==> src/rtl/sd_hex_loader.sv <==
// sd_hex_loader: finds "MATX_TAG" in SD blocks from START_BLOCK, then parses NUM_BYTES CR/LF-separated ASCII hex pairs.
// Latency: data_valid one cycle after the sd_valid carrying the second hex digit.
// Backpressure: none; the byte rate is set by the sd_card controller through sd_valid.
// Optional macro SD_HEX_LOWERCASE_EN: also accept 'a'-'f' as hex digits.
module sd_hex_loader #(
  parameter logic [31:0] START_BLOCK = 32'h2005,
  parameter int          MAX_BLOCKS  = 16,
  parameter int          NUM_BYTES   = 32
) (
  input  logic        clk,
  input  logic        reset_n,
  input  logic        start,
  input  logic        init_finish,
  input  logic        sd_valid,
  input  logic [7:0]  sd_dout,
  output logic        rd_req,
  output logic [31:0] block_addr,
  output logic        busy,
  output logic        done,
  output logic        err,
  output logic [7:0]  data_out,
  output logic        data_valid,
  output logic [7:0]  byte_index
);

  localparam logic [63:0] TAG      = "MATX_TAG";
  localparam logic [8:0]  NB       = 9'(NUM_BYTES);
  localparam logic [31:0] LAST_BLK = 32'(MAX_BLOCKS - 1);

  typedef enum logic [1:0] {IDLE, WAIT_INIT, REQ, RECV} state_t;

  state_t      state;
  logic [9:0]  byte_cnt;   // byte position within the current block
  logic [31:0] blk_cnt;    // blocks searched so far without a tag
  logic [8:0]  out_cnt;    // parsed bytes delivered so far
  logic        found;      // tag seen; later bytes go to the parser
  logic        rejected;   // current block failed the tag compare
  logic        phase;      // 1 = high nibble held, waiting for low digit
  logic [3:0]  hi_nib;

  // Returns {valid, nibble} for an ASCII hex digit.
  function automatic logic [4:0] hex_val(input logic [7:0] c);
    if (c >= 8'h30 && c <= 8'h39) return {1'b1, c[3:0]};
    if (c >= 8'h41 && c <= 8'h46) return {1'b1, c[3:0] + 4'd9};
`ifdef SD_HEX_LOWERCASE_EN
    if (c >= 8'h61 && c <= 8'h66) return {1'b1, c[3:0] + 4'd9};
`endif
    return 5'd0;
  endfunction

  logic [4:0] hx;
  logic [7:0] tag_byte;
  logic       is_crlf;
  logic       parse_act;
  logic       p_err;
  logic       p_last;
  logic       all_after;
  logic       blk_end;

  // Classify the incoming byte for the tag matcher and the parser.
  always_comb begin
    hx        = hex_val(sd_dout);
    tag_byte  = TAG[{3'd7 - byte_cnt[2:0], 3'b000} +: 8];
    is_crlf   = (sd_dout == 8'h0D) || (sd_dout == 8'h0A);
    parse_act = found && (out_cnt != NB);
    p_err     = parse_act && (is_crlf ? phase : !hx[4]);
    p_last    = parse_act && !is_crlf && hx[4] && phase && (out_cnt == NB - 9'd1);
    all_after = (out_cnt == NB) || p_last;
    blk_end   = (byte_cnt == 10'd511);
  end

  // Control FSM with registered outputs; rd_req, done and data_valid are single-cycle pulses.
  always_ff @(posedge clk or negedge reset_n) begin
    if (!reset_n) begin
      state      <= IDLE;
      rd_req     <= 1'b0;
      block_addr <= START_BLOCK;
      busy       <= 1'b0;
      done       <= 1'b0;
      err        <= 1'b0;
      data_out   <= 8'd0;
      data_valid <= 1'b0;
      byte_index <= 8'd0;
      byte_cnt   <= 10'd0;
      blk_cnt    <= 32'd0;
      out_cnt    <= 9'd0;
      found      <= 1'b0;
      rejected   <= 1'b0;
      phase      <= 1'b0;
      hi_nib     <= 4'd0;
    end else begin
      rd_req     <= 1'b0;
      done       <= 1'b0;
      data_valid <= 1'b0;
      case (state)
        IDLE: begin
          if (start) begin
            err        <= 1'b0;
            busy       <= 1'b1;
            block_addr <= START_BLOCK;
            blk_cnt    <= 32'd0;
            out_cnt    <= 9'd0;
            found      <= 1'b0;
            phase      <= 1'b0;
            state      <= WAIT_INIT;
          end
        end
        WAIT_INIT: begin
          if (init_finish) begin
            rd_req <= 1'b1;
            state  <= REQ;
          end
        end
        REQ: begin
          byte_cnt <= 10'd0;
          rejected <= 1'b0;
          state    <= RECV;
        end
        RECV: begin
          if (sd_valid) begin
            byte_cnt <= byte_cnt + 10'd1;
            if (!found) begin
              // Only the first eight bytes of a block can hold the tag.
              if (byte_cnt < 10'd8) begin
                if (sd_dout != tag_byte) rejected <= 1'b1;
                else if (byte_cnt == 10'd7 && !rejected) found <= 1'b1;
              end
            end else if (parse_act) begin
              if (p_err) begin
                err   <= 1'b1;
                busy  <= 1'b0;
                state <= IDLE;
              end else if (!is_crlf) begin
                if (!phase) begin
                  hi_nib <= hx[3:0];
                  phase  <= 1'b1;
                end else begin
                  data_out   <= {hi_nib, hx[3:0]};
                  data_valid <= 1'b1;
                  byte_index <= out_cnt[7:0];
                  out_cnt    <= out_cnt + 9'd1;
                  phase      <= 1'b0;
                end
              end
            end
            // The nibble phase deliberately survives into the next block.
            if (blk_end && !p_err) begin
              if (!found) begin
                if (blk_cnt == LAST_BLK) begin
                  err   <= 1'b1;
                  busy  <= 1'b0;
                  state <= IDLE;
                end else begin
                  blk_cnt    <= blk_cnt + 32'd1;
                  block_addr <= block_addr + 32'd1;
                  rd_req     <= 1'b1;
                  state      <= REQ;
                end
              end else if (all_after) begin
                done  <= 1'b1;
                busy  <= 1'b0;
                state <= IDLE;
              end else begin
                block_addr <= block_addr + 32'd1;
                rd_req     <= 1'b1;
                state      <= REQ;
              end
            end
          end
        end
        default: state <= IDLE;
      endcase
    end
  end

endmodule

==> config.mk <==
export PLATFORM = sky130hd
export DESIGN_NAME = sd_hex_loader
export DESIGN_NICKNAME = d
export VERILOG_FILES = /design/src/rtl/sd_hex_loader.sv
export SDC_FILE = /design/constraint.sdc
export NUM_CORES = 1
export LEC_CHECK = 0
export BUFFER_PORTS_ARGS = -buffer_cell sky130_fd_sc_hd__buf_2
export CORE_MARGIN = 3
export CORE_UTILIZATION = 65
export CTS_BUF_LIST = sky130_fd_sc_hd__clkbuf_8
export DETAILED_ROUTE_END_ITERATION = 8
export GPL_TIMING_DRIVEN = 0
export PLACE_DENSITY = 0.87
export SLEW_MARGIN = 20
export SYNTH_ARGS = -nofsm -noshare
export SYNTH_HDL_FRONTEND = slang
export SYNTH_SLANG_ARGS = --single-unit
==> constraint.sdc <==
create_clock -name clk -period 5.1 [get_ports clk]
set_input_delay 0.51 -clock clk [delete_from_list [all_inputs] [get_ports clk]]
set_output_delay 0.51 -clock clk [all_outputs]
set_load 0.02 [all_outputs]
* Word-level counts from Yosys, hierarchy flattened
Cells that the tools add are included.
** Storage, ports and cells
- Output and inout port bits :: 53
- Register bits :: 113
- Input bits :: 13
** Operators by class
- Bitwise logic cells :: 3
- Add/sub/neg operators :: 6
- Eq/ne operators :: 30
- $lt $le $gt $ge :: 5
- Reductions and logical operators :: 29
- Shift operators :: 1
- Muxes and demuxes :: 98
** Operator list (number)
- $mux W32 :: 11
- $pmux W32 S2 :: 2
- $add A32 B1 Y32 const B :: 2
- $shiftx A64 B7 Y8 const A :: 1
- $mux W9 :: 7
- $mux W1 :: 54
- $eq A32 B4 Y1 const B :: 1
- $ne A2 B2 Y1 const B :: 13
- $reduce_and A7 Y1 :: 3
- $mux W2 :: 10
- $mux W5 :: 4
- $pmux W10 S2 :: 1
- $pmux W9 S2 :: 1
- $reduce_and A6 Y1 :: 3
- $eq A8 B4 Y1 const B :: 2
- $ne A3 B3 Y1 const B :: 5
- $pmux W1 S2 :: 6
- $add A10 B1 Y10 const B :: 1
- $eq A10 B3 Y1 const B :: 1
- $eq A10 B9 Y1 const B :: 1
- $logic_and A1 B1 Y1 :: 10
- $lt A10 B4 Y1 const B :: 1
- $mux W10 :: 1
- $add A9 B1 Y9 const B :: 1
- 22 further kinds :: 30

* Depth between registers and ports, before layout
- Word-level depth :: 17
- Gate-level depth with buffers :: 11

* Worst setup path after synthesis
OpenSTA, ideal clock, no wires.
- Path kind :: input -> register
- Start :: input sd_dout[1]
- End :: register data_out[0]
- Data required time :: 4.975 ns
- Setup slack :: 2.249 ns
- Arrival :: 2.726 ns
- Cell stages on the path :: 9
- Path through :: inv_1 > ha_1 > o21bai_1 > a2111oi_4 > a41oi_4 > or2_4 > nor3_4 > buf_4 > mux2_2
** On the way
- Longest elaborated chain between the ends :: 11
- Elaborated cells between the ends (all ways) :: 21
- Those cells by class :: order compare: 4; eq/ne: 2; mux: 7; bitwise: 2; reduce/logical: 6
** RTL lines
- start: declaration :: RTL line 15 : input logic [7:0] sd_dout,
- $ge A8 B7 Y1 or $le A8 B7 Y1 (tied branches) :: RTL line 44 : if (c >= 8'h41 && c <= 8'h46) return {1'b1, c[3:0] + 4'd9};
- $logic_and A1 B1 Y1 :: RTL line 44
- $mux W1 (2 in series) :: RTL line 44
- $mux W5 :: RTL line 48 : return 5'd0;
- $mux W5 :: RTL line 44
- $logic_not A1 Y1 :: RTL line 66 : p_err = parse_act && (is_crlf ? phase : !hx[4]);
- $mux W1 :: RTL line 66
- $logic_and A1 B1 Y1 :: RTL line 66
- $not A1 Y1 (no line)
- $reduce_and A7 Y1 (no line)
- end signal: assignment :: RTL line 138 : data_out <= {hi_nib, hx[3:0]};
- end: declaration :: RTL line 21 : output logic [7:0] data_out,
Parallel ways exist; a longest one is shown, timed or not. The select of a mux whose other input is x is not followed.
A chain may end at the register's enable or synchronous reset.

* Worst setup path in the final report
- Start :: register byte_cnt[0]
- End :: register blk_cnt[26]
** On the way
- Longest elaborated chain between the ends :: 4
** RTL lines
- start: declaration :: RTL line 33 : logic [9:0] byte_cnt;
- start signal: assignment :: RTL line 121 : byte_cnt <= byte_cnt + 10'd1;
- $eq A10 B9 Y1 :: RTL line 69 : blk_end = (byte_cnt == 10'd511);
- $logic_and A1 B1 Y1 :: RTL line 147 : if (blk_end && !p_err) begin
- $ne A2 B2 Y1 (no line)
- $reduce_and A6 Y1 (no line)
- end signal: assignment :: RTL line 154 : blk_cnt <= blk_cnt + 32'd1;
- end: declaration :: RTL line 34 : logic [31:0] blk_cnt;
No other way between the ends.

==> impl_metrics.toml <==
[run_status]
status = "complete, no violations"

[cts]
clockBufferDepth = 2
htreeDepth = 4
clk_latency_ns = 0.43
cts_tree = "done"
cts_hold_buf = 0
cts_made_buffers = 17
path_clk_slew_ns = 0.07
cts_num_sinks = 113
post_cts.repair.setup_buffers = 0
cts_root_buf = "clkbuf_8"
cts-resized-gates = 0

[synthesis]
synth_edf_count = 0
synthCells = 654
synth.area.top_cells = "dfrtp_1 45%, xor2_1 4.5%, nand2_1 4.3%"
synth_common_cells = "110 x dfrtp_1, 70 x nand2_1, 44 x nor2_1"
synthFlopType = "dfrtp_1"
synthMuxAreaShare_pct = 3.77
synth_top_family_by_area = "simple AND/OR/NAND/NOR gates"
yosysWarnings = 0
async_flop_share_pct = 100
synth_most_common_cell = "dfrtp_1"
synthAdderAreaFrac_pct = 2.84
ys_ff_latch = 113
synth_area_leader_cell = "dfrtp_1"
yosysSeqAreaShare_pct = 45.9
synth-simple-area-share_pct = 24.9
ys_types = 58
synth_xor_area_share_pct = 5.96
synth.avg_cell_area_um2 = 9.44
synth_compound_area_share_pct = 13.5
synth_top_cell_area_share_pct = 44.6
synth.net_count = 681
netlist_area_um2 = 6170

[global_routing]
grt_pass1_vias = 5143
use_met2_pct = 50.0
grt_max_degree = 59
use_met3_pct = 5.57
track_usage_pct = 30.1
overflow = 0
antenna_found_initial = 0
grt_pass1_wl_um = 25100
use_met1_pct = 40.2
busiest_layer = "met2"

[critical_path]
crit_type = "reg2reg"
cp_common_cell = "nand4_1"
cp_top_family = "simple AND/OR/NAND/NOR gates"
cp_slowest_cell = "nor3_1"
worstPathCellList = "ha_1 -> nand4_1 -> nor3_1 -> nand4_1 -> o21ai_0 -> clkbuf_1 -> nand4_1 -> xnor2_1 -> nor2_1"
cp_max_fo = 10
required_ns = 5.40
max_stage_delay_ns = 0.68
crit_path_start_kind = "flip-flop"
rrSetupSlack_ns = 1.65
path_buf_inv = 1
crit_path_end_kind = "flip-flop"
cp.arrival_ns = 3.75

[power_and_ir_drop]
powerDensity_nw_per_um2 = 291
power_leakage_nw = 3.25
ir_drop_mv = 0.199

[sta]
setup_viol = 0
hold_violations = 0
period_share_pct = 67.6
worst_slew_pin_slew_ns = 0.781
max_slew_margin_pct = 47.5
finalCriticalPeriod_ns = 3.45
layout_setup_ws_ns = 1.65
max_freq_ghz = 0.290
slew_viol_final = 0
fin_skew_ns = 0.0123
rsz0062_at_grt = "no"
setup_tns_ns = 0

[drt]
drtAntennaViolNets = 0
routed_wl_um = 15200
num_vias = 5570
drc = 0
viasPerCell = 6.35
post_drt_wl_per_cell_um = 17.3
drtIter0Drc = 398
dr.pass1.iters = 7

[cells_and_area]
areaGrowthSynthToFinish_pct = 15.4
drive_above_1_share_pct = 17.3
diodes = 0
post-route-util_pct = 79.4
multi_input_area_um2 = 3150
nNetsFinal = 765
stdcell_count = 877
register_area_um2 = 2830
fill_cells = 575

[place]
dp_slack_ns = 1.69
dp_cells = 845
place.gp.congestion = 0.915
dp.final_hpwl_um = 10300
port_buffers = 64

[worst_hold_path]
hold_class = "in2async"

[floorplanning]
ios = 66
die_w_um = 103
row_count = 34
die_h_um = 103
coreArea_um2 = 8980
dieArea_um2 = 10700
start_util_pct = 68.8

[run]
drv_cap = 0
sequential cells by signal (all words and copies together), names as in the netlist:
register    cells
done            1
block_addr     32
data_out        8
state           2
hi_nib          4
byte_cnt       10
data_valid      1
byte_index      8
busy            1
err             1
rejected        1
blk_cnt        32
rd_req          1
out_cnt         9
phase           1
found           1
cell families after synthesis:
family | Yosys count
AO/OA/AOI/OAI | 126
XOR/XNOR | 42
adder cells (fa/ha/maj) | 14
buffers and inverters | 48
flip-flops | 113
multiplexers | 21
AND/OR/NAND/NOR | 290
power by group:
part	switching, W	internal [W]	leakage [nW]
Combinational	0.000115	0.0000752	1.48
Clock	0.000370	0.000566	0.231
Sequential	0.0000281	0.000919	1.54
per-layer routing:
layer	vias up	routed length (µm)
met5	-	0
met4	0	302
met3	35	1050
met2	266	7500
met1	2697	6310
li1	2572	-
path summary, 6_finish.rpt:
check,startpoint,endpoint,cells past startpoint
hold reg to reg,data_out[2],data_out[2],1
hold / removal,reset_n,data_out[4],1
setup reg to reg,byte_cnt[0],blk_cnt[26],9
min in group clk,start,state[0],3
setup / recovery,byte_cnt[0],blk_cnt[26],9
max in group asynchronous,reset_n,block_addr[0],2
cell usage in the layout, fill, tap and decap left out, types with 3 or more instances in the layout:
| cell type | n |
|---|---|
| ha_1 | 14 |
| buf_2 | 67 |
| nand4_1 | 22 |
| nor2_1 | 44 |
| clkinv_2 | 4 |
| and3_1 | 12 |
| o21ai_0 | 30 |
| nand2b_1 | 6 |
| a21oi_1 | 41 |
| a31oi_1 | 4 |
| or3_1 | 16 |
| o211ai_1 | 3 |
| nor3_1 | 15 |
| inv_1 | 17 |
| and4_1 | 4 |
| mux2_2 | 17 |
| bufinv_16 | 4 |
| nand2_1 | 70 |
| xnor2_1 | 10 |
| a21o_1 | 3 |
| and2_1 | 10 |
| o31ai_1 | 26 |
| dfrtp_1 | 110 |
| dfstp_2 | 3 |
| clkbuf_8 | 20 |
| nor4_1 | 14 |
| mux2i_1 | 3 |
| or4_1 | 23 |
| nand3_1 | 41 |
| xor2_1 | 32 |
| clkbuf_1 | 27 |
final cells by class:
type	instances	share of cell area, %
Buffer	33	1.97
Clock buffer	20	3.86
Clock inverter	12	2.30
Inverter	15	0.790
Multi-Input combinational cell	493	44.2
Sequential cell	113	39.7
Tap cell	126	2.21
Timing Repair Buffer	65	4.97
stage by stage:
stage	total power [W]	hold slack (ns)	area [µm²]
2_1_floorplan	0.00109	0.214	6170
3_3_place_gp	0.00114	0.460	6650
3_5_place_dp	0.00115	0.475	6690
4_1_cts	0.00208	0.0366	7120
5_1_grt	0.00215	0.0452	7120
6_report	0.00207	0.0250	7120
worst register-to-register path, delay by kind of cell, from the launching register on:
kind	cells	cell delay, ns
compound gates	1	0.61
xor+xnor	1	0.17
fa+ha+maj	1	0.29
buf+inv	1	0.45
flops	1	0.46
simple gates	5	1.34
Power figures use the tool's default switching activity.
